$ cat src/rtl/updown_counter_mod.sv
`default_nettype none
//------------------------------------------------------------------------------
// Module   : updown_counter_mod
// Purpose  : Parametrised modulo up/down counter with load, clear, step and
//            programmable inclusive upper bound. Optional saturation mode is
//            built when UDCNT_SAT_EN is defined (adds the sat port).
// Revision : 1.0 - initial release
//------------------------------------------------------------------------------
module updown_counter_mod #(
   parameter int WIDTH  = 8,
   parameter int STEP_W = 4
) (
   input  logic              clk,
   input  logic              rst_n,
   input  logic              clr,
   input  logic              ld,
   input  logic [WIDTH-1:0]  d,
   input  logic              en,
   input  logic              up,
   input  logic [STEP_W-1:0] step,
   input  logic [WIDTH-1:0]  max,
`ifdef UDCNT_SAT_EN
   input  logic              sat,
`endif
   output logic [WIDTH-1:0]  q,
   output logic              at_max,
   output logic              at_zero,
   output logic              wrap
);

   logic [WIDTH-1:0] r_q;
   logic             r_wrap;

   logic [WIDTH:0]   w_step_ext;
   logic [WIDTH:0]   w_q_ext;
   logic [WIDTH:0]   w_max_ext;
   logic [WIDTH:0]   w_sum;
   logic [WIDTH:0]   w_diff;
   logic             w_above_max;
   logic             w_ovf;
   logic             w_unf;
   logic             w_sat_mode;
   logic [WIDTH-1:0] w_q_nxt;
   logic             w_wrap_nxt;

`ifdef UDCNT_SAT_EN
   assign w_sat_mode = sat;
`else
   assign w_sat_mode = 1'b0;
`endif

   // Arithmetic is done one bit wider so the carry/borrow is visible.
   assign w_step_ext  = {{(WIDTH + 1 - STEP_W){1'b0}}, step};
   assign w_q_ext     = {1'b0, r_q};
   assign w_max_ext   = {1'b0, max};
   assign w_sum       = w_q_ext + w_step_ext;
   assign w_diff      = w_q_ext - w_step_ext;
   assign w_above_max = (r_q > max);
   assign w_ovf       = w_above_max || (w_sum > w_max_ext);
   assign w_unf       = (w_step_ext > w_q_ext);

   always_comb begin
      w_q_nxt    = r_q;
      w_wrap_nxt = 1'b0;
      if (clr) begin
         w_q_nxt = '0;
      end else if (ld) begin
         w_q_nxt = (d > max) ? max : d;
      end else if (en) begin
         if (up) begin
            if (w_ovf) begin
               w_q_nxt    = w_sat_mode ? max : '0;
               w_wrap_nxt = 1'b1;
            end else begin
               w_q_nxt = w_sum[WIDTH-1:0];
            end
         end else begin
            // A count stranded above a lowered bound re-enters at the top.
            if (w_above_max) begin
               w_q_nxt    = max;
               w_wrap_nxt = 1'b1;
            end else if (w_unf) begin
               w_q_nxt    = w_sat_mode ? '0 : max;
               w_wrap_nxt = 1'b1;
            end else begin
               w_q_nxt = w_diff[WIDTH-1:0];
            end
         end
      end
   end

   always_ff @(posedge clk or negedge rst_n) begin
      if (!rst_n) begin
         r_q    <= '0;
         r_wrap <= 1'b0;
      end else begin
         r_q    <= w_q_nxt;
         r_wrap <= w_wrap_nxt;
      end
   end

   assign q       = r_q;
   assign wrap    = r_wrap;
   assign at_max  = (r_q == max);
   assign at_zero = (r_q == '0);

endmodule
`default_nettype wire

$ cat config.mk
export PLATFORM = sky130hd
export DESIGN_NAME = updown_counter_mod
export DESIGN_NICKNAME = d
export VERILOG_FILES = /design/src/rtl/updown_counter_mod.sv
export SDC_FILE = /design/constraint.sdc
export NUM_CORES = 1
export LEC_CHECK = 0
export BUFFER_PORTS_ARGS = -buffer_cell sky130_fd_sc_hd__buf_2
export CORE_AREA = 2 2 60 62
export CTS_CLUSTER_SIZE = 8
export DETAILED_ROUTE_END_ITERATION = 8
export DIE_AREA = 0 0 62 64
export PLACE_DENSITY = 0.84
export SYNTH_ARGS = -nofsm -noshare
export SYNTH_HDL_FRONTEND = slang
export SYNTH_SLANG_ARGS = --single-unit
$ cat constraint.sdc
create_clock -name clk -period 3.65 [get_ports clk]
set_clock_uncertainty 0.2 [all_clocks]
set_input_delay 0.1825 -clock clk [delete_from_list [all_inputs] [get_ports clk]]
set_output_delay 0.1825 -clock clk [all_outputs]
set_load 0.005 [all_outputs]
==> qor.csv, run 1 <==
metric;value;unit
maximum VDD drop;0.156;mV
Synth area leader;ha_1;
worst relative slew slack;0.560;
Post-Syn Area;1780;um^2
final wirelength;5030;um
Max Fanout on Critical Path;6;
asr flop ratio synth;1.00;
Area growth syn-to-layout;18.8;%
drc violations;0;
DRT met1 WL;2200;um
post-synth top area share;0.226;
Peak Freq;0.280;GHz
Core Rows;21;
CTS tree;built;
CP arrival;3.54;ns
Clock Path Buffers;2;
post-route cell area;2110;um^2
Clock Latency Late Sink;0.28;ns
final design utilization;0.642;
FF+latch count, synth;9;
crit path kind;flip-flop to flip-flop;
IO buf count;36;
largest cells by area after synthesis;ha_1 (23%), dfrtp_1 (13%), inv_1 (4.0%);
Die Span Y;64;um
Critical Path Start Type;flip-flop;
Final Hold Fails;0;
first-pass GRT wire length;7970;um
Detailed Routing Iterations Pass 1;4;
vias in the first global route;1723;
worst hold-check path type;input pin to flip-flop;
routed length per instance;16.8;um
placed cell areas;1990;um^2
Ant. Diodes;0;
initial antenna violation count;0;
Worst path max stage delay;0.43;ns
Top Ports;37;
met3 WL post-DR;328;um
metal2 WL;2300;um
initial DRC count;112;
final worst-path setup slack;0.0756;ns
worst path cell trace;ha_4 -> fa_2 -> a21o_1 -> a21oi_4 -> nor2_2 -> xor2_1 -> ha_1 -> o211ai_1 -> nand2_1 -> o21ai_1 -> o221ai_2 -> nor2_4 -> buf_4 -> a221o_1 -> o21a_1;
largest net degree at the start of global routing;18;
outcome;finished, final reports clean;
total power;0.669;mW
Tcrit/Tclk final;0.979;
CTS sink count;9;
Worst-path clk slew;0.09;ns
Initial Util;0.541;
ANT nets after route;0;
synthesized area per cell;8.37;um^2
max-slew violations;0;
All-Layer GR Usage;0.268;
Finish-stage setup viols;0;
Max Cap Viol;0;
Critical Path Sink Type;flip-flop;
gr ovfl total;0;
Final #Nets;314;
Post-Place Worst Slack;0.0517;ns
YS warnings;0;
Top FF cell, synth;dfrtp_1;
syn_nets;272;
Max Used Layer;met4;
root buf cell;clkbuf_4;
Post-synth EDFFs;0;
hpwl dp;3940;um
Filler cells;291;
post-synthesis cell count;212;
minimum clock period after layout;3.57;ns
routed vias/inst;6.13;
Yosys cell types;54;
layout cells sized above 1;0.269;
Lkg Pwr;1.06;nW
Core Area;3280;um^2
die area;3970;um^2
Die Wd;62;um
TritonCTS buffer count;3;
Placer Congestion;0.922;
Least-Margin Pin Slew;0.659;ns
DR vias;1834;
register area share after synthesis;0.127;
P per Cell Area;317;nW/um^2
critical path required time;3.62;ns
Critical Path Slowest Stage Cell;dfrtp_1;
CTS H-tree depth;1;
critical path, delay by kind of cell, from the launching register on:
family / cells / cell delay (ns)
compound gates: 7 / 1.38
buf+inv: 1 / 0.15
xor+xnor: 1 / 0.15
simple gates: 3 / 0.23
fa+ha+maj: 3 / 0.91
flops: 1 / 0.43
kinds of logic (layout without fill, tap and decap cells):
family	after synthesis	after routing	share of synthesized area
XOR/XNOR	11	11	0.0543
buffers and inverters	28	69	0.0677
AO/OA/AOI/OAI	63	63	0.272
adder cells (fa/ha/maj)	34	34	0.248
flip-flops	9	9	0.127
multiplexers	9	9	0.0543
AND/OR/NAND/NOR	58	58	0.177
final cells by class:
class / count / area [um^2] / share of cell area
Inverter: 19 / 71.3 / 0.0338
Clock buffer: 4 / 26.3 / 0.0125
Tap cell: 46 / 57.6 / 0.0273
Sequential cell: 9 / 225 / 0.107
Timing Repair Buffer: 46 / 258 / 0.122
Multi-Input combinational cell: 175 / 1470 / 0.698
repair_timing:
item | in CTS | in global routing
setup buffers | 0 | 5
resized for setup | 0 | 9
setup endpoints to repair | 0 | 7
endpoints found under the hold margin | 9 | 0
hold buffers | 1 | 0
path summary, 6_finish.rpt:
check	cells past startpoint	end	startpoint	slack, ns
worst min register to register	3	q[2]$_DFFE_PN0P_	q[2]$_DFFE_PN0P_	0.47
worst max-delay path	15	q[3]$_DFFE_PN0P_	q[0]$_DFFE_PN0P_	0.08
max in group asynchronous	2	q[2]$_DFFE_PN0P_	rst_n	2.94
worst max register to register	15	q[3]$_DFFE_PN0P_	q[0]$_DFFE_PN0P_	0.08
worst min-delay path	3	wrap$_DFF_PN0_	en	0.03
min in group asynchronous	2	q[7]$_DFFE_PN0P_	rst_n	0.09
layer usage:
layer / track usage / up-vias
met5: 0 / -
met4: 0.136 / 0
met3: 0.0202 / 19
met2: 0.408 / 84
met1: 0.370 / 853
li1: - / 878
flip-flops by register name, summed over array words and instances, names as in the netlist:
| register | count |
|---|---|
| q | 8 |
| wrap | 1 |
stage by stage:
step	setup TNS, ns	cells	hold WS (ns)
6_report	0	299	0.0279
5_1_grt	-0.0349	299	0.0517
4_1_cts	0	294	0.0259
3_5_place_dp	0	289	-0.136
3_3_place_gp	0	289	-0.139
2_1_floorplan	0	212	-0.313
power by group:
part	leakage [nW]	internal (mW)	switching, mW
sequential	0.119	0.110	0.0269
combinational	0.924	0.198	0.241
clock	0.0150	0.0424	0.0507
total	1.06	0.351	0.319
cells in the mapped netlist, drive strengths merged (3+ instances only):
| library cell | n |
|---|---|
| ha | 32 |
| nor2 | 21 |
| inv | 19 |
| a21oi | 13 |
| nand2 | 11 |
| dfrtp | 9 |
| a221oi | 8 |
| xnor2 | 8 |
| mux2i | 7 |
| buf | 6 |
| nor3 | 6 |
| o21ai | 6 |
| nand4 | 5 |
| o211ai | 5 |
| o21bai | 5 |
| a211oi | 4 |
| a21o | 4 |
| a211o | 3 |
| a22oi | 3 |
| clkbuf | 3 |
| o21a | 3 |
| o221ai | 3 |
| xor2 | 3 |
cells in the final DEF, fill, tap and decap left out, types with 2 or more instances in the layout:
cell type	n
buf_2	36
ha_1	31
inv_1	19
nor2_1	18
a21oi_1	12
nand2_1	10
buf_4	9
dfrtp_1	9
xnor2_1	8
mux2i_1	7
a221oi_1	6
o21ai_0	5
o21bai_1	5
o211ai_1	5
nor3_1	5
nand4_1	4
a21o_1	3
xor2_1	3
a211oi_1	3
a22oi_1	3
o21a_1	3
a211o_1	3
clkbuf_4	3
nor2_2	2
nand3_1	2
nor2b_1	2
and4_1	2
nor4_1	2
a221oi_2	2
o221ai_1	2
Power figures use the tool's default switching activity.
==> run 2: changes to the inputs <==
==> constraint.sdc (replaced) <==
create_clock -name clk -period 4 [get_ports clk]
set_clock_uncertainty 0.2 [all_clocks]
set_input_delay 0.2 -clock clk [delete_from_list [all_inputs] [get_ports clk]]
set_output_delay 0.2 -clock clk [all_outputs]
set_load 0.005 [all_outputs]
==> qor.csv, run 2 (synthesis results as in run 1) <==
metric;value;unit;change
Core Area;3280;um^2;unchanged
IO buf count;36;;unchanged
routed vias/inst;6.09;;was 6.13
final wirelength;4920;um;was 5030 um
root buf cell;clkbuf_4;;unchanged
Post-Route Setup TNS;0;ns;unchanged
Worst Reg2Reg Path Length in Cells;14;;was 15
minimum clock period after layout;3.72;ns;was 3.57 ns
commonest non-fill, non-tap cell in the layout;buf_2;;unchanged
Least-Margin Pin Slew;0.663;ns;was 0.659 ns
Peak Freq;0.269;GHz;was 0.280 GHz
Die Span Y;64;um;unchanged
Tcrit/Tclk final;0.930;;was 0.979
Placer Congestion;0.893;;was 0.922
Detailed Routing Iterations Pass 1;4;;unchanged
CTS tree;built;;unchanged
Final Hold Fails;0;;unchanged
TritonCTS buffer count;3;;unchanged
gr ovfl total;0;;unchanged
Lkg Pwr;1.02;nW;was 1.06 nW
Worst-path clk slew;0.07;ns;was 0.09 ns
vias in the first global route;1761;;was 1723
Hold Crit Start;en;;unchanged
Inst Count DP;286;;was 289
Ant. Diodes;0;;unchanged
hold_ws;0.0494;ns;was 0.0279 ns
max-slew violations;0;;unchanged
Critical Path Start Type;flip-flop;;unchanged
Final Instance Count excl. Fillers;292;;was 299
critical path required time;3.96;ns;was 3.62 ns
drc violations;0;;unchanged
routed length per instance;16.9;um;was 16.8 um
Worst Setup EP;q[3]$_DFFE_PN0P_;;unchanged
CTS H-tree depth;1;;unchanged
r2r setup slk;0.28;ns;was 0.08 ns
CTS sink count;9;;unchanged
largest net degree at the start of global routing;18;;unchanged
P per Cell Area;286;nW/um^2;was 317 nW/um^2
layout cells sized above 1;0.232;;was 0.269
Area growth syn-to-layout;14.3;%;was 18.8%
max reg flops;8;;unchanged
RSZ-0062 raised after global routing;false;;
Setup crit start;q[0]$_DFFE_PN0P_;;unchanged
CP arrival;3.68;ns;was 3.54 ns
maximum VDD drop;0.148;mV;was 0.156 mV
worst relative slew slack;0.556;;was 0.560
outcome;finished, final reports clean;;unchanged
worst hold-check path type;input pin to flip-flop;;unchanged
Finish-stage setup viols;0;;unchanged
Clock Path Buffers;2;;unchanged
All-Layer GR Usage;0.274;;was 0.268
Critical Path Sink Type;flip-flop;;unchanged
DR vias;1779;;was 1834
initial DRC count;104;;was 112
Clock Latency Late Sink;0.27;ns;was 0.28 ns
crit path kind;flip-flop to flip-flop;;unchanged
Core Rows;21;;unchanged
most frequent cells in the layout;buf_2 (36), ha_1 (32), inv_1 (19), nor2_1 (19), a21oi_1 (12);;was buf_2 (36), ha_1 (31), inv_1 (19)
Die Wd;62;um;unchanged
final design utilization;0.618;;was 0.642
ANT nets after route;0;;unchanged
hpwl dp;3960;um;was 3940 um
initial antenna violation count;0;;unchanged
Top Ports;37;;unchanged
Initial Util;0.541;;unchanged
Max Fanout on Critical Path;7;;was 6
first-pass GRT wire length;8200;um;was 7970 um
Reg-to-Reg End;q[3]$_DFFE_PN0P_;;unchanged
Final #Nets;307;;was 314
Max Cap Viol;0;;unchanged
die area;3970;um^2;unchanged
worst r2r src;q[0]$_DFFE_PN0P_;;unchanged
[run 2: per-stage QoR]
| stage | total power [mW] | setup WS, ns | cell area, um^2 |
|---|---|---|---|
| final | 0.580 | 0.280 | 2030 |
| after global routing | 0.636 | 0.0191 | 2030 |
| after CTS | 0.572 | 0.307 | 2010 |
| after detailed placement | 0.494 | 0.338 | 1970 |
| after global placement | 0.487 | 0.442 | 1970 |
| after floorplan | 0.395 | 0.661 | 1780 |
[run 2: repair_timing]
item / CTS / global route
setup buffers: 0 / 1
endpoints found under the hold margin: 9 / 0
hold buffers: 1 / 0
resized for setup: 0 / 2
setup endpoints to repair: 0 / 2
[run 2: metal layers]
metal / up-vias / wire [um] / GRT usage
li1: 863 / - / -
met1: 826 / 2120 / 0.349
met2: 78 / 2340 / 0.441
met3: 12 / 313 / 0.0425
met4: 0 / 152 / 0.125
met5: - / 0 / 0
[run 2: where the power goes]
group	internal [mW]	switching [mW]
logic	0.168	0.209
registers	0.101	0.0286
clock network	0.0386	0.0352
total	0.308	0.273
[run 2: final cells by class]
cell class	count	area (um^2)
clock buffers	4	26.3
fillers	318	1250
inverters	19	71.3
multi-input cells	175	1440
flip-flops and latches	9	225
well taps	46	57.6
repair buffers	39	205
[run 2: worst min-delay path by stage]
| stage | to | cells after the start | slack, ns |
|---|---|---|---|
| global placement | q[4]$_DFFE_PN0P_ | 1 | -0.13 |
| CTS | wrap$_DFF_PN0_ | 3 | 0.03 |
| global route | wrap$_DFF_PN0_ | 3 | 0.06 |
| detailed placement | q[5]$_DFFE_PN0P_ | 1 | -0.13 |
| floorplan | q[0]$_DFFE_PN0P_ | 0 | -0.30 |
| finish | wrap$_DFF_PN0_ | 3 | 0.05 |
[run 2: critical path, cell delays in order, from the launching register on]
cell	delay, ns
dfrtp_1	0.44
ha_1	0.24
fa_1	0.40
a21o_1	0.20
a21oi_4	0.22
nor2_1	0.08
xor2_1	0.16
ha_1	0.34
a22oi_1	0.09
o211a_1	0.13
o221ai_1	0.28
nor2_2	0.14
buf_4	0.15
a221o_1	0.33
o21a_1	0.19
==> run 3: changes to the inputs <==
--- a/config.mk
+++ b/config.mk
@@ -7,6 +7,7 @@
 export LEC_CHECK = 0
 export BUFFER_PORTS_ARGS = -buffer_cell sky130_fd_sc_hd__buf_2
 export CORE_AREA = 2 2 60 62
+export CTS_BUF_LIST = sky130_fd_sc_hd__clkbuf_4
 export CTS_CLUSTER_SIZE = 8
 export DETAILED_ROUTE_END_ITERATION = 8
 export DIE_AREA = 0 0 62 64
==> qor.csv, run 3 (synthesis results as in run 1) <==
metric;value;unit;change
outcome;finished, final reports clean;;unchanged
final wirelength;4880;um;was 4920 um
CP arrival;3.69;ns;was 3.68 ns
Top Ports;37;;unchanged
layout cells sized above 1;0.236;;was 0.232
Cells on Worst Hold Path;3;;unchanged
largest net degree at the start of global routing;18;;unchanged
CTS sink count;9;;unchanged
initial antenna violation count;0;;unchanged
Critical Path Sink Type;flip-flop;;unchanged
Core Rows;21;;unchanged
Setup crit start;q[0]$_DFFE_PN0P_;;unchanged
worst hold-check path type;input pin to flip-flop;;unchanged
die area;3970;um^2;unchanged
IO buf count;36;;unchanged
vias in the first global route;1747;;was 1761
ANT nets after route;0;;unchanged
Critical Path Start Type;flip-flop;;unchanged
Worst-path clk slew;0.07;ns;about the same
Initial Util;0.541;;unchanged
crit path kind;flip-flop to flip-flop;;unchanged
routed vias/inst;6.03;;was 6.09
maximum VDD drop;0.147;mV;was 0.148 mV
critical path required time;3.96;ns;about the same
max-slew violations;0;;unchanged
Worst Setup EP;q[3]$_DFFE_PN0P_;;unchanged
Finish-stage setup viols;0;;unchanged
hpwl dp;3960;um;unchanged
Placer Congestion;0.893;;unchanged
Die Span Y;64;um;unchanged
CTS H-tree depth;1;;unchanged
initial DRC count;127;;was 104
worst relative slew slack;0.560;;was 0.556
P per Cell Area;289;nW/um^2;was 286 nW/um^2
Max Cap Viol;0;;unchanged
CTS tree;built;;unchanged
most frequent cells in the layout;buf_2 (36), ha_1 (32), inv_1 (19), nor2_1 (19), a21oi_1 (12);;unchanged
Least-Margin Pin Slew;0.658;ns;was 0.663 ns
Reg-to-Reg End;q[3]$_DFFE_PN0P_;;unchanged
gr ovfl total;0;;unchanged
Core Area;3280;um^2;unchanged
Detailed Routing Iterations Pass 1;4;;unchanged
worst r2r src;q[0]$_DFFE_PN0P_;;unchanged
Clock Latency Late Sink;0.27;ns;about the same
Max Fanout on Critical Path;7;;unchanged
All-Layer GR Usage;0.273;;was 0.274
final design utilization;0.619;;was 0.618
RSZ-0062 raised after global routing;false;;unchanged
Ant. Diodes;0;;unchanged
commonest non-fill, non-tap cell in the layout;buf_2;;unchanged
Clock Path Buffers;2;;unchanged
Worst Reg2Reg Path Length in Cells;14;;unchanged
Final #Nets;307;;unchanged
Post-Route Setup TNS;0;ns;unchanged
max reg flops;8;;unchanged
DR vias;1761;;was 1779
first-pass GRT wire length;8170;um;was 8200 um
Tcrit/Tclk final;0.931;;was 0.930
Die Wd;62;um;unchanged
routed length per instance;16.7;um;was 16.9 um
hold_ws;0.0428;ns;was 0.0494 ns
minimum clock period after layout;3.72;ns;about the same
Final Hold Fails;0;;unchanged
TritonCTS buffer count;3;;unchanged
drc violations;0;;unchanged
Area growth syn-to-layout;14.5;%;was 14.3%
root buf cell;clkbuf_4;;unchanged
Lkg Pwr;1.03;nW;was 1.02 nW
Peak Freq;0.269;GHz;about the same
r2r setup slk;0.28;ns;about the same
run 3: cell counts in the layout (fill, tap and decap cells not counted):
Identical to the previous run, type by type.
run 3: area by class of cell:
cell class	count	area (um^2)
inverter	19	71.3
fill	317	1250
tap	46	57.6
sequential	9	225
timing repair buffer	39	205
clock buffer	4	30.0
multi-input combinational	175	1440
run 3: worst min-delay path by stage:
| stage | startpoint | to | slack [ns] |
|---|---|---|---|
| after floorplan | rst_n | q[0]$_DFFE_PN0P_ | -0.30 |
| after detailed placement | rst_n | q[5]$_DFFE_PN0P_ | -0.13 |
| final | en | wrap$_DFF_PN0_ | 0.04 |
| after global routing | en | wrap$_DFF_PN0_ | 0.06 |
| after global placement | rst_n | q[4]$_DFFE_PN0P_ | -0.13 |
| after CTS | en | wrap$_DFF_PN0_ | 0.03 |
run 3: what timing repair did:
| item | 4_1_cts | 5_1_grt |
|---|---|---|
| endpoints found under the hold margin | 9 | 0 |
| setup buffers | 0 | 1 |
| resized for setup | 0 | 2 |
| hold buffers | 1 | 0 |
| endpoints found under the setup margin | 0 | 2 |
run 3: power breakdown:
group / leakage (nW) / internal (mW) / total, mW / switching, mW
sequential: 0.119 / 0.101 / 0.129 / 0.0286
clock: 0.0184 / 0.0454 / 0.0817 / 0.0362
combinational: 0.890 / 0.168 / 0.376 / 0.208
run 3: through the flow:
step                      power [mW]  worst slack (ns)  std cells  cell area [um^2]
after floorplan                0.395             0.661        212              1780
after global placement         0.487             0.442        286              1970
after detailed placement       0.494             0.338        286              1970
after CTS                      0.579             0.311        291              2010
after global routing           0.643            0.0191        292              2030
final                          0.587             0.278        292              2030
run 3: critical path: stages, from the launching register on:
cell and delay (ns):
dfrtp_1 0.44, ha_1 0.24, fa_1 0.40, a21o_1 0.20
a21oi_4 0.22, nor2_1 0.08, xor2_1 0.16, ha_1 0.34
a22oi_1 0.09, o211a_1 0.13, o221ai_1 0.28, nor2_2 0.14
buf_4 0.15, a221o_1 0.33, o21a_1 0.19
run 3: routing by layer:
| metal | track usage | part of all wire | vias to the layer above | wire (um) |
|---|---|---|---|---|
| met5 | 0 | 0 | - | 0 |
| met4 | 0.125 | 0.031 | 0 | 152 |
| met3 | 0.0425 | 0.068 | 12 | 330 |
| met2 | 0.435 | 0.48 | 74 | 2330 |
| met1 | 0.350 | 0.42 | 812 | 2070 |
| li1 | - | - | 863 | - |
